### src/rtl/mem_ctrl.sv
// mem_ctrl: single-request memory controller sitting between the control
// unit (memEN/memWE/mar/mdr -> memOut/R) and an external RAM, with a small
// memory-mapped keyboard/display block decoded at xFE00-xFE06.
//
// Ports
//   clk, reset              clock, asynchronous active-high reset
//   memEN, memWE, mar, mdr  access request, sampled only while idle
//   memOut, R               read data (held until the next read) and
//                           one-cycle completion pulse
//   ext_ce, ext_we          external RAM enable / write strobe
//   ext_addr, ext_wdata     external RAM address / write data
//   ext_rdata               external RAM read data
//   kb_valid, kb_data       keyboard character strobe and character
//   dd_valid, dd_data       display character valid and character
//   dd_ready                display accepts the current character
module mem_ctrl #(
    parameter int unsigned WAIT_STATES = 2
) (
    input  logic        clk,
    input  logic        reset,
    input  logic        memEN,
    input  logic        memWE,
    input  logic [15:0] mar,
    input  logic [15:0] mdr,
    output logic [15:0] memOut,
    output logic        R,
    output logic        ext_ce,
    output logic        ext_we,
    output logic [15:0] ext_addr,
    output logic [15:0] ext_wdata,
    input  logic [15:0] ext_rdata,
    input  logic        kb_valid,
    input  logic [7:0]  kb_data,
    output logic        dd_valid,
    output logic [7:0]  dd_data,
    input  logic        dd_ready
);

    typedef enum logic [1:0] {IDLE, ACCESS, DONE} state_t;

    localparam logic [15:0] KBSR_ADDR = 16'hFE00;
    localparam logic [15:0] KBDR_ADDR = 16'hFE02;
    localparam logic [15:0] DSR_ADDR  = 16'hFE04;
    localparam logic [15:0] DDR_ADDR  = 16'hFE06;
    localparam logic [3:0]  WAIT_INIT = 4'(WAIT_STATES);

    state_t      state_q, state_d;
    logic [3:0]  cnt_q, cnt_d;
    logic [15:0] addr_q, addr_d;
    logic [15:0] wdata_q, wdata_d;
    logic        we_q, we_d;
    logic [15:0] memout_q, memout_d;
    logic        r_q, r_d;
    logic        ext_ce_q, ext_ce_d;
    logic        ext_we_q, ext_we_d;
    logic [7:0]  kbdr_q, kbdr_d;
    logic        kb_ready_q, kb_ready_d;
    logic        dready_q, dready_d;
    logic        dd_valid_q, dd_valid_d;
    logic [7:0]  dd_data_q, dd_data_d;

    logic        kbdr_rd_done;
    logic        ddr_wr_go;
    logic        kb_ready_after_rd;

    function automatic logic is_mmio(input logic [15:0] a);
        return (a == KBSR_ADDR) || (a == KBDR_ADDR) ||
               (a == DSR_ADDR)  || (a == DDR_ADDR);
    endfunction

    // NOTE: every signal assigned here gets a default first, so no path
    // leaves a value unassigned and no latch is inferred.
    always_comb begin
        state_d      = state_q;
        cnt_d        = cnt_q;
        addr_d       = addr_q;
        wdata_d      = wdata_q;
        we_d         = we_q;
        memout_d     = memout_q;
        r_d          = 1'b0;
        ext_ce_d     = ext_ce_q;
        ext_we_d     = ext_we_q;
        kbdr_d       = kbdr_q;
        dready_d     = dready_q;
        dd_valid_d   = dd_valid_q;
        dd_data_d    = dd_data_q;
        kbdr_rd_done = 1'b0;
        ddr_wr_go    = 1'b0;

        unique case (state_q)
            IDLE: begin
                if (memEN) begin
                    state_d = ACCESS;
                    addr_d  = mar;
                    wdata_d = mdr;
                    we_d    = memWE;
                    if (is_mmio(mar)) begin
                        cnt_d = 4'd0;
                    end else begin
                        // Strobes are registered, so they rise together
                        // with the first ACCESS cycle.
                        cnt_d    = WAIT_INIT;
                        ext_ce_d = 1'b1;
                        ext_we_d = memWE;
                    end
                end
            end
            ACCESS: begin
                if (cnt_q != 4'd0) begin
                    cnt_d = cnt_q - 4'd1;
                end else begin
                    state_d  = DONE;
                    r_d      = 1'b1;
                    ext_ce_d = 1'b0;
                    ext_we_d = 1'b0;
                    if (!we_q) begin
                        unique case (addr_q)
                            KBSR_ADDR: memout_d = {kb_ready_q, 15'b0};
                            KBDR_ADDR: begin
                                memout_d     = {8'b0, kbdr_q};
                                kbdr_rd_done = 1'b1;
                            end
                            DSR_ADDR:  memout_d = {dready_q, 15'b0};
                            DDR_ADDR:  memout_d = 16'h0000;
                            default:   memout_d = ext_rdata;
                        endcase
                    end else if (addr_q == DDR_ADDR && dready_q) begin
                        ddr_wr_go = 1'b1;
                    end
                end
            end
            DONE: state_d = IDLE;
            default: state_d = IDLE;
        endcase

        // A KBDR read clears ready first, so a character arriving on the
        // same edge is captured rather than dropped.
        kb_ready_after_rd = kb_ready_q & ~kbdr_rd_done;
        kb_ready_d        = kb_ready_after_rd;
        if (kb_valid && !kb_ready_after_rd) begin
            kbdr_d     = kb_data;
            kb_ready_d = 1'b1;
        end

        // dready is only ever 1 while dd_valid is 0, so a DDR write and a
        // display handshake never act on the same edge.
        if (dd_valid_q && dd_ready) begin
            dd_valid_d = 1'b0;
            dready_d   = 1'b1;
        end
        if (ddr_wr_go) begin
            dd_data_d  = wdata_q[7:0];
            dd_valid_d = 1'b1;
            dready_d   = 1'b0;
        end
    end

    // NOTE: sequential state uses non-blocking assignments so every flop
    // samples the pre-edge values of the others.
    always_ff @(posedge clk or posedge reset) begin
        if (reset) begin
            state_q    <= IDLE;
            cnt_q      <= 4'd0;
            addr_q     <= 16'h0000;
            wdata_q    <= 16'h0000;
            we_q       <= 1'b0;
            memout_q   <= 16'h0000;
            r_q        <= 1'b0;
            ext_ce_q   <= 1'b0;
            ext_we_q   <= 1'b0;
            kbdr_q     <= 8'h00;
            kb_ready_q <= 1'b0;
            dready_q   <= 1'b1;
            dd_valid_q <= 1'b0;
            dd_data_q  <= 8'h00;
        end else begin
            state_q    <= state_d;
            cnt_q      <= cnt_d;
            addr_q     <= addr_d;
            wdata_q    <= wdata_d;
            we_q       <= we_d;
            memout_q   <= memout_d;
            r_q        <= r_d;
            ext_ce_q   <= ext_ce_d;
            ext_we_q   <= ext_we_d;
            kbdr_q     <= kbdr_d;
            kb_ready_q <= kb_ready_d;
            dready_q   <= dready_d;
            dd_valid_q <= dd_valid_d;
            dd_data_q  <= dd_data_d;
        end
    end

    // The latched request doubles as the external address/data bus; it is
    // only qualified by ext_ce/ext_we during external accesses.
    assign memOut    = memout_q;
    assign R         = r_q;
    assign ext_ce    = ext_ce_q;
    assign ext_we    = ext_we_q;
    assign ext_addr  = addr_q;
    assign ext_wdata = wdata_q;
    assign dd_valid  = dd_valid_q;
    assign dd_data   = dd_data_q;

endmodule
### config.mk
export PLATFORM = sky130hd
export DESIGN_NAME = mem_ctrl
export DESIGN_NICKNAME = d
export VERILOG_FILES = /design/src/rtl/mem_ctrl.sv
export SDC_FILE = /design/constraint.sdc
export NUM_CORES = 1
export LEC_CHECK = 0
export BUFFER_PORTS_ARGS = -buffer_cell sky130_fd_sc_hd__buf_2
export CAP_MARGIN = 20
export CELL_PAD_IN_SITES_DETAIL_PLACEMENT = 1
export CELL_PAD_IN_SITES_GLOBAL_PLACEMENT = 1
export CORE_UTILIZATION = 38
export CTS_CLUSTER_SIZE = 10
export DETAILED_ROUTE_END_ITERATION = 10
export HOLD_SLACK_MARGIN = 0.05
export PLACE_DENSITY_LB_ADDON = 0.2
export RECOVER_POWER = 50
export SYNTH_ARGS = -nofsm -noshare
export SYNTH_HDL_FRONTEND = slang
export SYNTH_SLANG_ARGS = --single-unit
### constraint.sdc
create_clock -name clk -period 3.2 [get_ports clk]
set_clock_uncertainty 0.1 [all_clocks]
set_input_delay 0.64 -clock clk [delete_from_list [all_inputs] [get_ports clk]]
set_output_delay 0.64 -clock clk [all_outputs]
set_load 0.01 [all_outputs]
==> flow_metrics.tcl, run 1 <==
set metrics [dict create \
    synth_sequential_area_ratio_pct 58.5 \
    clk-insertion-delay-late_ps 340 \
    viasPerCell 5.10 \
    cts.hold.buffers_added 0 \
    post_synth_edffs 0 \
    routed_wire_length_per_instance_um 16.2 \
    synthSimpleGateAreaFrac_pct 10.5 \
    grt_antenna_before_repair 0 \
    boundaryPins 122 \
    worst_slew_margin_rel_pct -23.9 \
    drtIter0Drc 74 \
    synth.lib_cells_used.distinct 43 \
    cpLargestDelayFamily "simple AND/OR/NAND/NOR gates" \
    first_pass_grt_wire_length_um 13000 \
    synthMostInstantiatedCell "dfrtp_1" \
    p_total_mw 3.69 \
    die_x_um 95.1 \
    synth_area_um2 3290 \
    yosys.area_share.adder_pct 0.760 \
    drive_gt1_share_pct 42.1 \
    cts_root_buffer "clkbuf_8" \
    cts_tree "yes" \
    critical_path.startpoint_type "register" \
    path_clk_slew_ps 80 \
    synthXorXnorAreaFrac_pct 0.532 \
    drt_first_pass_iters 4 \
    totalWireLength_um 7890 \
    maximum_number_of_pins_on_one_net_before_global_route_repair 43 \
    required_ps 3330 \
    post_cts_resize_count 0 \
    grt_overflow 0 \
    fmax_mhz 401 \
    period_minus_ws_final_ps 2500 \
    outcome "finished with violations" \
    largest_family_of_logic_cells_by_synthesized_area "multiplexers" \
    coreArea_um2 8300 \
    cts-root-to-sink-buffers 2 \
    via_count 2485 \
    floorplan.die_area_um2 9040 \
    gp_congestion 0.766 \
    areaGrowthSynthToFinish_pct 27.2 \
    holdCritPathClass "register to register" \
    drtAntennaViolNets 0 \
    power-per-cell-area_nw_per_um2 881 \
    syn-instance-count 251 \
    fp-row-count 33 \
    worstSetupPathType "register to register" \
    synth_common_cells "dfrtp_1, mux2_2, inv_1" \
    worst_setup_end_kind "register" \
    timing.critical_path.fanout_max 10 \
    cap_violations 1 \
    nets 442 \
    initial_utilization_pct 39.7 \
    regToRegSetupSlack_ps 700 \
    primary_flip_flop_cell_chosen_by_synthesis_mapping "dfrtp_1" \
    max_slew.worst_pin.slew_ps 1850 \
    drt_drc_violations_left 0 \
    global_route.usage.total_pct 18.9 \
    synth_mux_area_share_pct 14.6 \
    post-synth-top-area-cell "dfrtp_1" \
    finalHoldViolations 0 \
    cts_num_sinks 77 \
    power.leakage_nw 2.02 \
    unrepaired_setup_endpoints_after_global_routing "false" \
    synth-compound-area-share_pct 12.1 \
    cpPeakStageDelay_ps 650 \
    tritoncts.num_buffers 9 \
    antenna_cells_inserted 0 \
    htree_num_levels 3 \
    fp.dieH_um 95.1 \
    syn_avg_cell_area_um2 13.1 \
    number_of_global_route_vias_before_repair 2653 \
    post_synthesis_async_set_or_reset_flop_share_pct 100 \
    ys_ff_latch 77 \
    critical_path.slowest_cell "nor4_4" \
    critical_path_buf_inv_count 1 \
    vdd_ir_drop_max_uv 443 \
    period_share_pct 78.0 \
    yosysWarningCount 0 \
    place_hpwl_um 5890 \
    synth_top_cells_by_area "dfrtp_1, mux2_2, o2bb2ai_1" \
    arrival_ps 2630 \
    post_synth_net_total 315 \
    fin_setup_tns_ps 0 \
    failed_checks "max-capacitance violations, max-slew violations" \
    placement.io_buffers 121 \
    synthDominantCellAreaShare_pct 57.8 \
    timing.critical_path.cells "inv_1, ha_1, or3b_1, nor4_4, mux2_2" \
    drv_slew 43 \
    postCtsSetupRepairBufs 0 \
    timing.final.setup_violations 0 \
]
## cell families after synthesis
family | count (synthesis)
mux | 43
buf+inv | 25
flops | 77
simple gates | 49
fa+ha+maj | 2
xor+xnor | 2
compound gates | 53
## metrics by stage
| stage | instance area, um^2 | utilization (%) | setup slack, ps | cells | hold slack [ps] |
|---|---|---|---|---|---|
| 2_1_floorplan | 3290 | - | 495 | 251 | 349 |
| 3_3_place_gp | 4030 | 48.6 | 794 | 472 | 362 |
| 3_5_place_dp | 4030 | 48.6 | 671 | 472 | 375 |
| 4_1_cts | 4230 | 51.0 | 689 | 487 | 302 |
| 5_1_grt | 4190 | 50.5 | 549 | 487 | 404 |
| 6_report | 4190 | 50.5 | 704 | 487 | 396 |
## routing by layer
layer	part of all wire, %	routed length, um	global-route usage (%)	vias to the layer above
met1	44	3500	24.2	1226
met5	0	0	0	-
met4	1.3	99	7.58	0
li1	-	-	-	1177
met3	7.0	554	6.14	10
met2	47	3730	29.6	72
## final timing paths
kind	startpoint	cells after the start	to
setup / recovery	cnt_q[0]	5	dd_data[2]
hold / removal	memOut[15]	2	memOut[15]
setup reg to reg	cnt_q[0]	5	dd_data[2]
hold reg to reg	memOut[15]	2	memOut[15]
max in group asynchronous	reset	3	ext_wdata[13]
min in group asynchronous	reset	2	ext_wdata[4]
## flip-flops by register name (all words and copies together), names as in the netlist
signal and flops:
ext_addr 16, dd_data 8, memOut 16, ext_we 1
kbdr_q 8, dd_valid 1, cnt_q 4, state_q 2
ext_ce 1, R 1, dready_q 1, kb_ready_q 1
we_q 1, ext_wdata 16
## layout by cell type, fill, tap and decap left out, types with 2 or more instances in the layout
master      count
buf_2          94
xor2_1          2
mux2_2         39
clkinvlp_4      2
clkbuf_8       11
a21oi_1         4
nand2_1         5
nor4_4          2
inv_1          13
a21o_1          9
clkbuf_1       29
nor2b_1         2
clkbuf_2        2
o211ai_1        9
buf_4           2
nor2_1          7
nor3b_2         2
a22o_1          8
dfrtp_1        76
nor3_1          2
ha_1            2
nand3_1        11
mux2i_1         3
and4_1          3
o2bb2ai_1       9
o21ai_0         4
o31ai_1         8
## worst reg2reg max path, delay by kind of cell, from the launching register on
family	cells	cell delay, ps
buffers and inverters	1	130
AND/OR/NAND/NOR	2	1150
flip-flops	1	420
multiplexers	1	410
adder cells (fa/ha/maj)	1	180
## power by group
group | internal, mW | leakage (nW) | switching, mW
combinational | 0.657 | 0.975 | 0.683
clock | 0.399 | 0.0947 | 0.339
sequential | 1.34 | 0.952 | 0.273
total | 2.39 | 2.02 | 1.30
## layout make-up
type | instances | area, um^2
Inverter | 15 | 57.6
Multi-Input combinational cell | 149 | 1270
Sequential cell | 77 | 1930
Fill cell | 927 | 4110
Timing Repair Buffer | 126 | 601
Tap cell | 105 | 131
Clock inverter | 3 | 45.0
Clock buffer | 12 | 155
Power figures use the tool's default switching activity.
==> run 2: changes to the inputs <==
- CORE_UTILIZATION: 38 -> 34
- clock period: 3.2 -> 2.1 ns (I/O delays scaled with it)
==> run 2 against run 1 <==
- the run now ends clean
- wire length grew 4.8%
- non-clock buffer count increased by 13
- die area grew 12%
- sequential power increased by 51%
- sequential share of layout area is 2.6 points lower
- combinational power is 70% higher
- design area rose by 5.9%
- utilization decreased by 2.9 points
- critical path depth is 2 higher
- first-iteration DRC count up 2.7%
- clock power increased by 73%
- total power increased by 62%
==> flow_metrics.tcl, run 2 (synthesis gave the netlist of run 1 again) <==
set metrics [dict create \
    n_fill_cell 1015 \
    power-per-cell-area_nw_per_um2 1350 \
    drtIter0Drc 76 \
    holdCritPathClass "primary input to register" \
    timing.critical_path.depth 7 \
    required_ps 2240 \
    clk-insertion-delay-late_ps 350 \
    period_minus_ws_final_ps 2090 \
    grt_overflow 0 \
    unrepaired_setup_endpoints_after_global_routing "true" \
    cap_violations 0 \
    worst_setup_end_kind "register" \
    timing.critical_path.cells "inv_2, ha_4, or3b_4, buf_6, nor4_4, buf_12, mux2_2" \
    arrival_ps 2230 \
    cts_root_buffer "clkbuf_8" \
    drt_drc_violations_left 0 \
    worstSetupPathType "register to register" \
    antenna_cells_inserted 0 \
    number_of_global_route_vias_before_repair 2657 \
    vdd_ir_drop_max_uv 682 \
    endpoint_of_the_worst_register_to_register_path "dd_data[0]" \
    commonest_non_fill_non_tap_cell_in_the_layout "buf_2" \
    boundaryPins 122 \
    nets 455 \
    maximum_number_of_pins_on_one_net_before_global_route_repair 78 \
    critical_path.slowest_cell "dfrtp_1" \
    viasPerCell 4.87 \
    critical_path_buf_inv_count 3 \
    drtAntennaViolNets 0 \
    drive_gt1_share_pct 46.7 \
    mostFrequentLayoutCells "buf_2, dfrtp_1, mux2_2" \
    worst_slew_margin_rel_pct 30.5 \
    grt_antenna_before_repair 0 \
    outcome "finished, final reports clean" \
    cts_tree "yes" \
    holdCritStartpoint "ext_rdata[13]" \
    cts_num_sinks 77 \
    cpLargestDelayFamily "simple AND/OR/NAND/NOR gates" \
    util_after_layout_pct 47.6 \
    min_path_cells 2 \
    coreArea_um2 9330 \
    drt_first_pass_iters 4 \
    fp.dieH_um 100 \
    postCtsSetupRepairBufs 0 \
    critical_path.startpoint_type "register" \
    worst_hold_path.endpoint "memOut[13]" \
    timing.critical_path.fanout_max 10 \
    initial_utilization_pct 35.3 \
    totalWireLength_um 8270 \
    period_share_pct 99.6 \
    htree_num_levels 3 \
    cts-root-to-sink-buffers 2 \
    place_hpwl_um 5970 \
    areaGrowthSynthToFinish_pct 34.8 \
    floorplan.die_area_um2 10100 \
    tritoncts.num_buffers 9 \
    r2r.worst_path.cells 7 \
    drv_slew 0 \
    die_x_um 100 \
    fp-row-count 35 \
    startpoint "cnt_q[1]" \
    placed_area_um2 4210 \
    global_route.usage.total_pct 17.4 \
    routed_wire_length_per_instance_um 15.7 \
    placement.io_buffers 121 \
    path_clk_slew_ps 90 \
    max_slew.worst_pin.slew_ps 1040 \
    gp_congestion 0.701 \
    power.leakage_nw 2.13 \
    fmax_mhz 478 \
    regToRegSetupSlack_ps 8 \
    first_pass_grt_wire_length_um 13300 \
    via_count 2555 \
    post-route-cell-area_um2 4440 \
    cpPeakStageDelay_ps 390 \
    finalHoldViolations 0 \
    reg2reg_from "cnt_q[1]" \
    timing.final.setup_violations 0 \
]
==> run 2: changes by cell type in the layout (fill, tap and decap cells not counted), sizes merged <==
| cell | before | now |
|---|---|---|
| buf | 96 | 112 |
| clkbuf | 42 | 37 |
| clkinv | 1 | 3 |
| bufinv | 1 | 2 |
| clkinvlp | 3 | 2 |
| inv | 13 | 14 |
==> run 2: where the power goes <==
group	switching, mW	internal [mW]
Combinational	1.15	1.14
Sequential	0.390	2.04
Clock	0.567	0.710
==> run 2: worst register-to-register path, stage by stage, from the launching register on <==
cell	delay (ps)
dfrtp_1	390
inv_2	80
ha_4	120
or3b_4	390
buf_6	140
nor4_4	250
buf_12	180
mux2_2	330
==> run 2: area by class of cell <==
class                   instances  area [um^2]  share of cell area, %
flip-flops and latches         77         1930                   43.4
multi-input cells             149         1320                   29.7
repair buffers                139          737                   16.6
well taps                     129          161                   3.64
clock buffers                  10          138                   3.10
clock inverters                 6         93.8                   2.11
inverters                      15         60.1                   1.35
==> run 2: metrics by stage <==
stage | setup TNS [ps] | setup slack (ps) | power (mW) | hold WS [ps] | instances
3_5_place_dp | -186 | -28.2 | 4.79 | 373 | 509
3_3_place_gp | 0 | 13.1 | 4.72 | 366 | 509
4_1_cts | 0 | 6.63 | 6.11 | 84.0 | 525
6_report | 0 | 7.73 | 5.99 | 194 | 525
5_1_grt | -312 | -52.4 | 6.38 | 174 | 525
2_1_floorplan | -212 | -27.7 | 3.78 | 349 | 251
==> run 2: worst max path at each step <==
stage | endpoint | slack, ps
2_1_floorplan | dd_data[0] | -30
3_3_place_gp | dd_data[1] | 10
3_5_place_dp | kbdr_q[4] | -30
4_1_cts | dd_data[2] | 7
5_1_grt | dd_data[0] | -50
6_report | dd_data[0] | 8
==> run 2: metal layers <==
| metal | GRT usage [%] | vias to the layer above | part of all wire [%] |
|---|---|---|---|
| li1 | - | 1203 | - |
| met1 | 20.6 | 1262 | 43 |
| met2 | 29.5 | 82 | 49 |
| met3 | 6.13 | 8 | 6.8 |
| met4 | 5.35 | 0 | 1.4 |
| met5 | 0 | - | 0 |
==> run 2: what timing repair did <==
action                                  in CTS  in global routing
resized for setup                            3                  7
endpoints found under the setup margin      16                 27
hold buffers                                 0                  0
